File: config.mk
export PLATFORM = sky130hd
export DESIGN_NAME = wb_xbar_1xn
export DESIGN_NICKNAME = d
export VERILOG_FILES = /design/src/rtl/wb_xbar_pkg.sv /design/src/rtl/wb_xbar_decode.sv /design/src/rtl/wb_xbar_1xn.sv
export SDC_FILE = /design/constraint.sdc
export NUM_CORES = 1
export LEC_CHECK = 0
export ABC_AREA = 1
export BUFFER_PORTS_ARGS = -buffer_cell sky130_fd_sc_hd__buf_2
export CORE_UTILIZATION = 25
export DETAILED_ROUTE_END_ITERATION = 6
export GPL_ROUTABILITY_DRIVEN = 0
export PLACE_DENSITY_LB_ADDON = 0.2
export SLEW_MARGIN = 25
export SYNTH_ARGS = -nofsm -noshare
export SYNTH_HDL_FRONTEND = slang
export SYNTH_SLANG_ARGS = --single-unit
export TNS_END_PERCENT = 30
File: constraint.sdc
create_clock -name wb_clk_i -period 5.24 [get_ports wb_clk_i]
set_input_delay 0.524 -clock wb_clk_i [delete_from_list [all_inputs] [get_ports wb_clk_i]]
set_output_delay 0.524 -clock wb_clk_i [all_outputs]
set_load 0.005 [all_outputs]
File: src/rtl/wb_xbar_pkg.sv
// Shared types, defaults and width helpers for the 1-to-N Wishbone crossbar.
package wb_xbar_pkg;

  typedef enum logic [1:0] {
    ST_IDLE = 2'd0,
    ST_REQ  = 2'd1,
    ST_RESP = 2'd2,
    ST_ERR  = 2'd3
  } xbar_state_e;

  localparam int          DEF_SEL_LSB  = 16;
  localparam int          DEF_SEL_W    = 4;
  localparam int          DEF_TIMEOUT  = 255;
  localparam logic [31:0] DEF_ERR_DATA = 32'hDEAD_BEEF;

  // SEL_HI: first address bit above the slave-select field.
  function automatic int sel_hi(input int sel_lsb, input int sel_w);
    return sel_lsb + sel_w;
  endfunction

  // TMR_W: timer width able to hold every value up to the timeout.
  function automatic int tmr_w(input int timeout);
    return $clog2(timeout + 1);
  endfunction

endpackage

File: src/rtl/wb_xbar_decode.sv
// Combinational slave-select decoder: extracts the slave index and checks the base window.
module wb_xbar_decode
  import wb_xbar_pkg::*;
#(
  parameter int          NUM_SLAVES = 4,
  parameter int          SEL_LSB    = DEF_SEL_LSB,
  parameter int          SEL_W      = DEF_SEL_W,
  parameter logic [31:0] BASE_ADDR  = 32'h3000_0000
) (
  input  logic [31:SEL_LSB] adr_hi_i,
  output logic [SEL_W-1:0]  idx_o,
  output logic              mapped_o
);

  localparam int SEL_HI = sel_hi(SEL_LSB, SEL_W);

  assign idx_o    = adr_hi_i[SEL_LSB +: SEL_W];
  assign mapped_o = (adr_hi_i[31:SEL_HI] == BASE_ADDR[31:SEL_HI]) &&
                    (32'(idx_o) < 32'(NUM_SLAVES));

endmodule

File: src/rtl/wb_xbar_1xn.sv
// Single-master, N-slave Wishbone classic interconnect with decode-error,
// timeout and abort handling plus error statistics.
module wb_xbar_1xn
  import wb_xbar_pkg::*;
#(
  parameter int          NUM_SLAVES = 4,
  parameter int          DW         = 32,
  parameter int          SLV_AW     = 9,
  parameter int          SEL_LSB    = DEF_SEL_LSB,
  parameter int          SEL_W      = DEF_SEL_W,
  parameter logic [31:0] BASE_ADDR  = 32'h3000_0000,
  parameter int          TIMEOUT    = DEF_TIMEOUT,
  parameter logic [DW-1:0] ERR_DATA = DW'(DEF_ERR_DATA)
) (
  input  logic                     wb_clk_i,
  input  logic                     wb_rst_i,
  input  logic                     m_wb_cyc_i,
  input  logic                     m_wb_stb_i,
  input  logic                     m_wb_we_i,
  input  logic [31:0]              m_wb_adr_i,
  input  logic [DW-1:0]            m_wb_dat_i,
  input  logic [DW/8-1:0]          m_wb_sel_i,
  output logic [DW-1:0]            m_wb_dat_o,
  output logic                     m_wb_ack_o,
  output logic                     m_wb_err_o,
  output logic [NUM_SLAVES-1:0]    s_wb_cyc_o,
  output logic [NUM_SLAVES-1:0]    s_wb_stb_o,
  output logic                     s_wb_we_o,
  output logic [SLV_AW-1:0]        s_wb_adr_o,
  output logic [DW-1:0]            s_wb_dat_o,
  output logic [DW/8-1:0]          s_wb_sel_o,
  input  logic [NUM_SLAVES*DW-1:0] s_wb_dat_i,
  input  logic [NUM_SLAVES-1:0]    s_wb_ack_i,
  output logic [7:0]               err_cnt_o,
  output logic [31:0]              last_err_adr_o,
  output logic                     last_err_to_o,
  output logic [1:0]               dbg_state_o
);

  // Handshake: a request is valid while cyc & stb are high and is held until
  // ack is sampled; ack completes it, and err qualifies ack as a failure.

  localparam int TW = tmr_w(TIMEOUT);

  xbar_state_e           state_q, state_d;
  logic [SEL_W-1:0]      idx_q, idx_d;
  logic [31:0]           adr_q, adr_d;
  logic [DW-1:0]         dat_q, dat_d;
  logic [DW/8-1:0]       sel_q, sel_d;
  logic                  we_q, we_d;
  logic [TW-1:0]         tmr_q, tmr_d;
  logic [DW-1:0]         rdat_q, rdat_d;
  logic                  to_q, to_d;
  logic                  ack_q, ack_d;
  logic                  err_q, err_d;
  logic [DW-1:0]         mdat_q, mdat_d;
  logic [7:0]            err_cnt_q, err_cnt_d;
  logic [31:0]           lea_q, lea_d;
  logic                  leto_q, leto_d;

  logic [SEL_W-1:0]      dec_idx;
  logic                  dec_mapped;
  logic [NUM_SLAVES-1:0] onehot;
  logic                  sel_ack;
  logic [DW-1:0]         sel_rdat;

  wb_xbar_decode #(
    .NUM_SLAVES (NUM_SLAVES),
    .SEL_LSB    (SEL_LSB),
    .SEL_W      (SEL_W),
    .BASE_ADDR  (BASE_ADDR)
  ) u_decode (
    .adr_hi_i (m_wb_adr_i[31:SEL_LSB]),
    .idx_o    (dec_idx),
    .mapped_o (dec_mapped)
  );

  always_comb begin
    onehot   = '0;
    sel_rdat = '0;
    for (int k = 0; k < NUM_SLAVES; k++) begin
      onehot[k] = (idx_q == SEL_W'(k));
      if (onehot[k]) sel_rdat = s_wb_dat_i[k*DW +: DW];
    end
    sel_ack = |(s_wb_ack_i & onehot);
  end

  always_comb begin
    state_d   = state_q;
    idx_d     = idx_q;
    adr_d     = adr_q;
    dat_d     = dat_q;
    sel_d     = sel_q;
    we_d      = we_q;
    tmr_d     = tmr_q;
    rdat_d    = rdat_q;
    to_d      = to_q;
    ack_d     = 1'b0;
    err_d     = 1'b0;
    mdat_d    = '0;
    err_cnt_d = err_cnt_q;
    lea_d     = lea_q;
    leto_d    = leto_q;
    case (state_q)
      ST_IDLE: begin
        // While the previous ack is still on the bus the master's stb is stale.
        if (m_wb_cyc_i && m_wb_stb_i && !ack_q) begin
          idx_d = dec_idx;
          adr_d = m_wb_adr_i;
          dat_d = m_wb_dat_i;
          sel_d = m_wb_sel_i;
          we_d  = m_wb_we_i;
          tmr_d = '0;
          to_d  = 1'b0;
          state_d = dec_mapped ? ST_REQ : ST_ERR;
        end
      end
      ST_REQ: begin
        if (!m_wb_cyc_i) begin
          tmr_d   = '0;
          state_d = ST_IDLE;
        end else if (sel_ack) begin
          rdat_d  = sel_rdat;
          tmr_d   = '0;
          state_d = ST_RESP;
        end else if (tmr_q == TW'(TIMEOUT - 1)) begin
          to_d    = 1'b1;
          tmr_d   = '0;
          state_d = ST_ERR;
        end else begin
          tmr_d = tmr_q + TW'(1);
        end
      end
      ST_RESP: begin
        ack_d   = 1'b1;
        mdat_d  = we_q ? '0 : rdat_q;
        state_d = ST_IDLE;
      end
      ST_ERR: begin
        ack_d  = 1'b1;
        err_d  = 1'b1;
        mdat_d = ERR_DATA;
        if (err_cnt_q != 8'hFF) err_cnt_d = err_cnt_q + 8'd1;
        lea_d   = adr_q;
        leto_d  = to_q;
        state_d = ST_IDLE;
      end
      default: state_d = ST_IDLE;
    endcase
  end

  always_ff @(posedge wb_clk_i or posedge wb_rst_i) begin
    if (wb_rst_i) begin
      state_q   <= ST_IDLE;
      idx_q     <= '0;
      adr_q     <= '0;
      dat_q     <= '0;
      sel_q     <= '0;
      we_q      <= 1'b0;
      tmr_q     <= '0;
      rdat_q    <= '0;
      to_q      <= 1'b0;
      ack_q     <= 1'b0;
      err_q     <= 1'b0;
      mdat_q    <= '0;
      err_cnt_q <= '0;
      lea_q     <= '0;
      leto_q    <= 1'b0;
    end else begin
      state_q   <= state_d;
      idx_q     <= idx_d;
      adr_q     <= adr_d;
      dat_q     <= dat_d;
      sel_q     <= sel_d;
      we_q      <= we_d;
      tmr_q     <= tmr_d;
      rdat_q    <= rdat_d;
      to_q      <= to_d;
      ack_q     <= ack_d;
      err_q     <= err_d;
      mdat_q    <= mdat_d;
      err_cnt_q <= err_cnt_d;
      lea_q     <= lea_d;
      leto_q    <= leto_d;
    end
  end

  assign s_wb_cyc_o     = (state_q == ST_REQ) ? onehot : '0;
  assign s_wb_stb_o     = (state_q == ST_REQ) ? onehot : '0;
  assign s_wb_we_o      = we_q;
  assign s_wb_adr_o     = adr_q[SLV_AW-1:0];
  assign s_wb_dat_o     = dat_q;
  assign s_wb_sel_o     = sel_q;
  assign m_wb_ack_o     = ack_q;
  assign m_wb_err_o     = err_q;
  assign m_wb_dat_o     = mdat_q;
  assign err_cnt_o      = err_cnt_q;
  assign last_err_adr_o = lea_q;
  assign last_err_to_o  = leto_q;
  assign dbg_state_o    = state_q;

endmodule

# After elaboration in Yosys (flattened, before gate mapping)

Index checks and enable logic that the tools add are counted.

Bits of input ports: 205
Output and inout bits: 131
Memory bits (read-only): 0
Latch bits: 0
Word-level logic and storage cells: 73
Memories kept: 0
Register bits after elaboration: 191
RAM bits: 0

$mul: 0
Div/mod/pow operators: 0
Add/sub/neg operators: 2
Reduce and logical (&&, ||, !) cells: 15
Equality and inequality tests: 14
Shifts and indexed selects: 0
Muxes and demuxes: 25
Bitwise gates (word level): 1
Magnitude comparators: 1

Operators with widths:

| kind                                                        | number |
|---|---|
| two-way mux 32 bit                                          | 5 |
| case mux 32 bit (2 select lines)                            | 1 |
| two-way mux 8 bit                                           | 4 |
| adder 8 x 1 -> 8 bit (second input constant)                | 2 |
| case mux 8 bit (2 select lines)                             | 1 |
| equality test 12 x 10 -> 1 bit (second input constant)      | 1 |
| two-way mux 2 bit                                           | 5 |
| equality test 4 x 2 -> 1 bit (second input constant)        | 2 |
| equality test 8 bit (second input constant)                 | 1 |
| inequality test 2 bit (second input constant)               | 4 |
| inequality test 8 bit (second input constant)               | 1 |
| AND reduction 2 bit                                         | 4 |
| two-way mux 1 bit                                           | 6 |
| case mux 2 bit (3 select lines)                             | 1 |
| AND reduction 5 bit                                         | 1 |
| bitwise AND 4 bit                                           | 1 |
| equality test 2 bit (second input constant)                 | 2 |
| equality test 4 x 1 -> 1 bit (second input constant)        | 1 |
| zero test 4 bit                                             | 1 |
| less-than comparator 4 x 3 -> 1 bit (second input constant) | 1 |
| two-way mux 4 bit                                           | 1 |
| inequality test 4 bit (second input constant)               | 1 |
| OR reduction 4 bit                                          | 1 |
| logical AND 1 bit                                           | 3 |
| other kinds (7)                                             | 7 |

# Longest topological paths before layout

Depth in word-level cells: 6
Mapped depth: 10
Depth with buffers taken out: 10

# Cells and area by module

Synthesis repeated with hierarchy kept, for this count alone.

Cell total of the unflattened synthesis: 1010
Area total of the unflattened synthesis: 8486.9 sq um

By module, submodules not included:

| module         | times used | sequential area each (sq um) | cells each | area each (sq um) |
|---|---|---|---|---|
| wb_xbar_1xn    | 1          | 4779.6                       | 988        | 8385.5 |
| wb_xbar_decode | 1          | 0.0                          | 22         | 101.3 |

# Least setup slack after synthesis

OpenSTA, ideal clock, no wires.

Path kind: register to output
Start: register, netlist name adr_q[19]
End: output s_wb_stb_o[0]
Path slack: 3526 ps
Buffers on the path: 1
Data required time: 4716 ps
Stages on the path, launching flop included: 5
Arrival: 1190 ps
Cell sequence: dfrtp_1 > nor2_4 > inv_2 > nor4_1 > buf_4

RTL lines:

| element          | RTL line          | RTL |
|---|---|---|
| end: declaration | wb_xbar_1xn.sv:27 | `output logic [NUM_SLAVES-1:0] s_wb_stb_o,` |

==> metrics.cfg <==
[clocking]
ctsLongestPathBuffers=2
tritoncts=built
htree_levels=4
cts_made_buffers=17
post-cts-setup-buffers=0
postCtsHoldBufs=0
path_clk_slew_ps=70
clk_latency_ps=430
clock-sinks=187
ctsResizeCount=0
clockRootBuffer=clkbuf_16

[route]
wire_per_inst_um=14.5
routed-via-count=7055
ant_nets=0
dr.pass1.iters=4
vias_per_cell=4.24
drc=0
drt_iter0_drc=282
wirelength_um=24200

[pwr]
p_comb_share_pct=34.1
total_power_mw=5.35
netSwitchingPower_mw=1.96
intPower_mw=3.40
peakVddDrop_uv=230
swShare_pct=36.6
clkPwrFrac_pct=23.5
p_per_area_nw_per_um2=496
seqPwrFrac_pct=42.5
p_leak_nw=5.71

[setup_path]
endpoint_kind=output pin
path_cells=nor2_4, inv_2, nor3_1, buf_2
crit_fanout=37
max_stage_delay_ps=760
cp.arrival_ps=2610
crit_type=reg -> out
crit_path_top_delay_cell=nor2_4
ff2ff_setup_slack_ps=2590
required_ps=4720
r2r_start=dbg_state_o[0]
startpoint_type=flop
r2r_cells=7
r2r-end=err_cnt_o[7]

[synthesis]
synth_area_leaders=dfrtp_1 57%, nand2_1 14%, mux2_2 5.8%, o21ai_0 3.6%, inv_1 3.0%
async_reset_ff_share_pct=100
ys_seq_elements=187
ys_top_cells_by_count=306 x nand2_1, 187 x dfrtp_1, 65 x inv_1, 59 x o21ai_0, 45 x nand3_1
yosysTopAreaCellShare_pct=56.9
ys_seq_area_share_pct=56.9
yosys.area.top_type=dfrtp_1
synth_area_um2=8220
ys_types=31
yosysWarnings=0
yosys_most_used_dff=dfrtp_1
synth_nets=1113
synthCells=905
yosysMostFrequentCell=nand2_1
synth_edf_count=0
postSynthAreaPerCell_um2=9.08

[run_status]
status=completed

[die]
die_h_um=183
die-area_um2=33600
coreArea_um2=32500
die_w_um=183
io_pins=336
start_util_pct=25.3
rows=66

[finish]
final_nets=1417
design_area_um2=10800
n_antenna_cell=0
drive_gt1_share_pct=35.9
instances_no_fill=1664
fill_cells=3509
fin_util_pct=33.3
syn_to_final_growth_pct=31.3

[sta]
setup_viol=0
fmax_mhz=319
finalMaxSlewViolations=0
period_share_pct=59.9
period_minus_slack_ps=3140
final_hold_viol_count=0
finalSetupTns_ps=0
rsz0062_at_grt=no
worst_pin_slew_ps=968
max-slew-margin-rel_pct=35.3
finalClockSkew_ps=9.18

[global_routing]
grt_overflow=0
use_met3_pct=4.43
antenna_found_initial=2
grt_pass1_vias=6813
use_met1_pct=17.6
grt_usage_pct=14.4
grt_max_degree=123
grt_first_pass_wirelength_um=37200
grt.busiest_layer=met2
met2_usage_pct=24.3

[place]
post_dp_cell_area_um2=10200
io_buffers=335
dpl.hpwl_um=17000
dp.cells=1632

[flow_run]
maxCapViolations=0

[worst_hold_path]
hp-class=in -> async

[worst max-delay path, delay by kind of cell (launching register included)]
family	cells	cell delay (ps)
flip-flops	1	420
buffers and inverters	2	480
AND/OR/NAND/NOR	2	1250
[metal layers]
layer,routed length (µm),vias up
met4,385,4
li1,-,3498
met1,10600,3304
met5,22,-
met3,1610,23
met2,11600,226
[cell usage in the layout, fill, tap and decap left out, drive strengths merged]
cell      Yosys  layout
nor3          7       7
xnor2         1       1
clkinv        1       8
inv          72      78
clkbuf       23      18
or2           3       3
nand3        45      45
nor2         44      44
clkinvlp      0       1
nand2       307     307
a21boi        1       1
xor2          8       8
nand4        35      35
mux2         42      42
buf          35     343
ha            3       3
a21oi        19      19
dfrtp       187     187
nor3b         8       8
o21ai        61      61
nor4          3       3
[state kept, by name, indices dropped and copies added (netlist names)]
| name | flops |
|---|---|
| to_q | 1 |
| m_wb_ack_o | 1 |
| last_err_to_o | 1 |
| rdat_q | 32 |
| err_cnt_o | 8 |
| dbg_state_o | 2 |
| s_wb_we_o | 1 |
| m_wb_err_o | 1 |
| tmr_q | 8 |
| adr_q | 29 |
| s_wb_dat_o | 32 |
| s_wb_sel_o | 4 |
| idx_q | 3 |
| m_wb_dat_o | 32 |
| last_err_adr_o | 32 |
[worst max-delay path by stage]
stage / from / cells after the start / to
floorplan: wb_rst_i / 1 / adr_q[0]
global placement: adr_q[19] / 4 / s_wb_stb_o[3]
detailed placement: adr_q[19] / 4 / s_wb_cyc_o[3]
CTS: adr_q[19] / 4 / s_wb_cyc_o[3]
global route: adr_q[19] / 4 / s_wb_cyc_o[3]
finish: adr_q[19] / 4 / s_wb_cyc_o[3]
[power groups by stage]
stage | clock network [mW] | logic [mW] | registers (mW)
final | 1.26 | 1.82 | 2.27
after CTS | 1.31 | 1.87 | 2.28
after global routing | 1.37 | 2.07 | 2.34
after floorplan | 0 | 1.08 | 2.29
after global placement | 0 | 1.85 | 2.30
after detailed placement | 0 | 1.87 | 2.31
[metrics by stage]
stage	hold slack [ps]	worst slack (ps)
finish	246	2100
global route	299	1900
CTS	292	2020
detailed placement	454	2520
global placement	451	2510
floorplan	436	2310
[kinds of logic after synthesis]
group | after synthesis | share of synthesized area [%]
AND/OR/NAND/NOR | 452 | 23.6
flip-flops | 187 | 56.9
buffers and inverters | 131 | 7.21
AO/OA/AOI/OAI | 81 | 5.14
multiplexers | 42 | 5.75
XOR/XNOR | 9 | 0.959
adder cells (fa/ha/maj) | 3 | 0.457
[final cells by class]
type	instances	area, µm²	share of cell area [%]
Clock buffer	18	439	4.07
Clock inverter	14	128	1.18
Inverter	73	280	2.60
Multi-Input combinational cell	587	2970	27.5
Sequential cell	187	4680	43.3
Tap cell	442	553	5.12
Timing Repair Buffer	343	1750	16.2
Power figures use the tool's default switching activity.
